**src/rtl/fractcam_rule_writer.sv**
```systemverilog
// Rule writer for the FRACTCAM search array: expands one ternary rule (key + care-mask)
// into 32 parallel SRL32 shift-in streams, address 31 first down to address 0.
module fractcam_rule_writer #(
  parameter int KEY_W   = 160,
  parameter int NUM_SRL = KEY_W / 5,
  parameter int ADDR_W  = 7
) (
  input  logic               clk,
  input  logic               reset,
  input  logic               rule_valid,
  output logic               rule_ready,
  input  logic [KEY_W-1:0]   rule_key,
  input  logic [KEY_W-1:0]   rule_mask,
  input  logic               rule_del,
  input  logic [ADDR_W-1:0]  rule_addr,
  output logic               srl_ce,
  output logic [NUM_SRL-1:0] srl_din,
  output logic [ADDR_W-1:0]  srl_sel,
  output logic               busy,
  output logic               done
);

  typedef enum logic [1:0] {
    IDLE  = 2'd0,
    SHIFT = 2'd1,
    DONE  = 2'd2
  } state_t;

  state_t             state, state_next;
  logic [4:0]         cnt, cnt_next;
  logic [KEY_W-1:0]   key_q, key_next;
  logic [KEY_W-1:0]   mask_q, mask_next;
  logic               del_q, del_next;
  logic [ADDR_W-1:0]  sel_next;
  logic               ce_next, done_next, busy_next, ready_next;
  logic [NUM_SRL-1:0] din_next;

  // A slice matches SRL address a when every cared-about bit agrees with the key.
  function automatic logic slice_hit(input logic [4:0] a, input logic [4:0] v,
                                     input logic [4:0] m, input logic del);
    return !del && (((a ^ v) & m) == 5'b00000);
  endfunction

  // State, counter, latched rule and registered outputs
  always_ff @(posedge clk) begin
    if (reset) begin
      state      <= IDLE;
      cnt        <= 5'd31;
      key_q      <= {KEY_W{1'b0}};
      mask_q     <= {KEY_W{1'b0}};
      del_q      <= 1'b0;
      srl_sel    <= {ADDR_W{1'b0}};
      srl_ce     <= 1'b0;
      srl_din    <= {NUM_SRL{1'b0}};
      busy       <= 1'b0;
      done       <= 1'b0;
      rule_ready <= 1'b1;
    end else begin
      state      <= state_next;
      cnt        <= cnt_next;
      key_q      <= key_next;
      mask_q     <= mask_next;
      del_q      <= del_next;
      srl_sel    <= sel_next;
      srl_ce     <= ce_next;
      srl_din    <= din_next;
      busy       <= busy_next;
      done       <= done_next;
      rule_ready <= ready_next;
    end
  end

  // Next-state logic; the rule is captured on the accepting edge
  always_comb begin
    state_next = state;
    cnt_next   = cnt;
    key_next   = key_q;
    mask_next  = mask_q;
    del_next   = del_q;
    sel_next   = srl_sel;
    case (state)
      IDLE: begin
        if (rule_valid) begin
          state_next = SHIFT;
          cnt_next   = 5'd31;
          key_next   = rule_key;
          mask_next  = rule_mask;
          del_next   = rule_del;
          sel_next   = rule_addr;
        end else begin
          state_next = IDLE;
        end
      end
      SHIFT: begin
        // cnt wraps to 31 on the last shift, which is also its idle value
        cnt_next = cnt - 5'd1;
        if (cnt == 5'd0) begin
          state_next = DONE;
        end else begin
          state_next = SHIFT;
        end
      end
      DONE: begin
        state_next = IDLE;
      end
      default: begin
        state_next = IDLE;
      end
    endcase
  end

  // Output values for the coming cycle, so every output leaves a flop
  always_comb begin
    ce_next    = (state_next == SHIFT);
    done_next  = (state_next == DONE);
    busy_next  = (state_next != IDLE);
    ready_next = (state_next == IDLE);
    din_next   = {NUM_SRL{1'b0}};
    if (ce_next) begin
      for (int i = 0; i < NUM_SRL; i++) begin
        din_next[i] = slice_hit(cnt_next, key_next[5*i +: 5], mask_next[5*i +: 5], del_next);
      end
    end else begin
      din_next = {NUM_SRL{1'b0}};
    end
  end

endmodule

```
**config.mk**
```make
export PLATFORM = sky130hd
export DESIGN_NAME = fractcam_rule_writer
export DESIGN_NICKNAME = d
export VERILOG_FILES = /design/src/rtl/fractcam_rule_writer.sv
export SDC_FILE = /design/constraint.sdc
export NUM_CORES = 1
export LEC_CHECK = 0
export ABC_AREA = 1
export CAP_MARGIN = 20
export CORE_UTILIZATION = 30
export CTS_CLUSTER_SIZE = 14
export DETAILED_ROUTE_END_ITERATION = 8
export GPL_ROUTABILITY_DRIVEN = 0
export SLEW_MARGIN = 20
export SYNTH_ARGS = -nofsm -noshare
export SYNTH_HDL_FRONTEND = slang
export SYNTH_SLANG_ARGS = --single-unit
```
**constraint.sdc**
```tcl
create_clock -name clk -period 2.6 [get_ports clk]
set_input_delay 0.26 -clock clk [delete_from_list [all_inputs] [get_ports clk]]
set_output_delay 0.26 -clock clk [all_outputs]
set_load 0.005 [all_outputs]
```
==> results.yml <==
timing:
  hold_slack_ns: 0.06488
  report.final.slew_viol_count: 0
  fin_skew_ns: 0.02511
  setup-tns-final_ns: 0
  fmax_mhz: 432.3
  rsz0062_at_grt: "false"
  min_period_ns: 2.313
  relSlewSlack_pct: 43.40
  tightest_slew_ns: 0.8490
  setup_viol: 0
  hold_violations: 0
  timing.final.crit_share_pct: 88.96
run:
  cap_violations: 0
setup_path:
  rrSetupSlack_ns: 0.29
  worstSetupStartpointType: "flip-flop"
  cp-end-kind: "flip-flop"
  cpPeakStageDelay_ns: 0.47
  critPathSlowestCell: "dfxtp_1"
  arrival_ns: 2.75
  crit_start: "state[0]"
  r2r-start: "state[0]"
  path_class: "flip-flop to flip-flop"
  crit_chain: "nor2_4 -> nand2_8 -> buf_12 -> buf_12 -> nand2_1 -> nand2_1 -> nor2_1 -> nor2_1 -> nor2_1 -> nand2_1 -> nor2_1"
  cp_common_cell: "nor2_1"
  cp.required_ns: 3.04
  cp_max_fo: 45
clock_tree:
  cts_sinks: 371
  postCtsHoldBufs: 0
  postCtsSetupBuffers: 0
  cts.root.buffer_cell: "clkbuf_16"
  clk_path_buf_depth: 3
  cts_buffers: 45
  path_clk_slew_ns: 0.06
  clkLatencyLatePin_ns: 0.58
  post_cts_resized: 0
  htreeDepth: 2
  tritoncts: "yes"
routing:
  drtAntennaViolNets: 0
  detail_route.first_pass.iterations: 6
  num_vias: 18190
  vias_per_cell: 4.561
  drtIter0Drc: 1264
  drt_wl_total_um: 62130
  drc_errors: 0
  wl_per_cell_um: 15.58
global_routing:
  grt_pass1_vias: 16260
  grt_pass1_wl_um: 93120
  grt-ovfl-total: 0
  grt_max_degree: 165
  track_usage_pct: 19.95
  antenna_found_initial: 9
placement:
  dp_hpwl_um: 42750
  portBuffers: 373
layout:
  final_common_cell: "nand2_1"
  layout_common_cells: "1183 x nand2_1, 371 x dfxtp_1, 371 x clkdlybuf4s50_1"
  area_growth_pct: 33.58
  final_nets: 3510
  regArea_um2: 7427
  num-fill-cells: 6250
  multi_input_area_um2: 8860
  drive_above_1_share_pct: 4.826
synthesis:
  synth_top_area_share_pct: 41.41
  synth_area_leader_cell: "dfxtp_1"
  syn_inst: 2874
  syn_nets: 3206
  yosysUniqueCellTypes: 22
  yosys-top-cells-area: "dfxtp_1 41%, nand2_1 25%, nand3_1 7.7%"
  synthFlopType: "dfxtp_1"
  yosys_warnings: 0
  async_reset_ff_share_pct: 0
  syn-cell-area_um2: 17940
  synth_edf_count: 0
  synth.avg_cell_area_um2: 6.241
  synth-seq-area-share_pct: 41.41
  ys_ff_latch: 371
pwr:
  power_density_nw_per_um2: 641.6
  p_leak_nw: 11.41
  peakVddDrop_uv: 418.3
die:
  core_area_um2: 59020
  start_util_pct: 30.39
  fp-row-count: 89
  die_h_um: 246.5
  io_pins: 374
  die_x_um: 246.5
  dieArea_um2: 60770
status:
  outcome: "finished, final reports clean"
hold_path:
  hp-class: "input pin to flip-flop"
  hp-start: "reset"
## through the flow
step           cell area, um^2  power (mW)  setup slack [ns]  util [%]  std cells
2_1_floorplan            17940       7.941             1.024         -       2874
3_3_place_gp             22480       9.161            0.3059     38.09       3904
3_5_place_dp             22480       9.181            0.3042     38.09       3904
4_1_cts                  23950       15.57            0.2906     40.58       3985
5_1_grt                  23960       16.16            0.1349     40.59       3988
6_report                 23960       15.37            0.2870     40.60       3989
## worst max-delay path, delay by kind of cell, from the launching register on
kind	cells	cell delay [ns]
AND/OR/NAND/NOR	9	1.20
flip-flops	1	0.47
buffers and inverters	2	0.49
## synth_stat cells, types with 2 or more instances
master,count
buf_4,4
o21ai_1,16
inv_2,5
or2_2,12
inv_1,237
nand3b_1,81
nand2_1,1188
dfxtp_1,371
nor2_1,317
o21ai_0,37
nand3_1,276
nand2_2,3
buf_1,2
a21oi_1,157
buf_2,88
clkbuf_1,74
## flip-flops by register name, summed over array words and instances, names as in the netlist, 2 cells and up
| name | cells |
|---|---|
| srl_sel | 7 |
| mask_q | 160 |
| key_q | 160 |
| srl_din | 32 |
| state | 2 |
| cnt | 5 |
## logic make-up (layout without fill, tap and decap cells)
kind of cell	Yosys count	in the layout	synth area share [%]
buffers and inverters	411	749	9.341
adder cells (fa/ha/maj)	1	1	0.06975
flip-flops	371	371	41.41
AO/OA/AOI/OAI	210	210	5.860
AND/OR/NAND/NOR	1881	1881	43.32
other	0	4	0
## path summary, 6_finish.rpt
| check | endpoint | cells past startpoint |
|---|---|---|
| worst max register to register | srl_din[16] | 11 |
| worst min register to register | key_q[22] | 2 |
| worst min-delay path | srl_ce | 4 |
| worst max-delay path | srl_din[16] | 11 |
## per-layer routing
| metal | up-vias | wire length (um) | global-route usage, % |
|---|---|---|---|
| li1 | 9491 | - | - |
| met3 | 99 | 3815 | 3.540 |
| met5 | - | 60 | 0 |
| met2 | 473 | 28110 | 31.63 |
| met4 | 10 | 1628 | 6.845 |
| met1 | 8120 | 28520 | 27.05 |
## final cells by class
| cell class | count | area share, % |
|---|---|---|
| antenna | 4 | 0.04178 |
| clock buffer | 65 | 5.442 |
| clock inverter | 16 | 0.6893 |
| inverter | 242 | 3.812 |
| multi-input combinational | 2092 | 36.98 |
| sequential | 371 | 31.00 |
| tap | 773 | 4.037 |
| timing repair buffer | 426 | 18.00 |
## power by group
group	internal (mW)	switching, mW
clock network	3.78	2.55
logic	1.23	1.64
registers	6.07	0.112
Power figures use the tool's default switching activity.
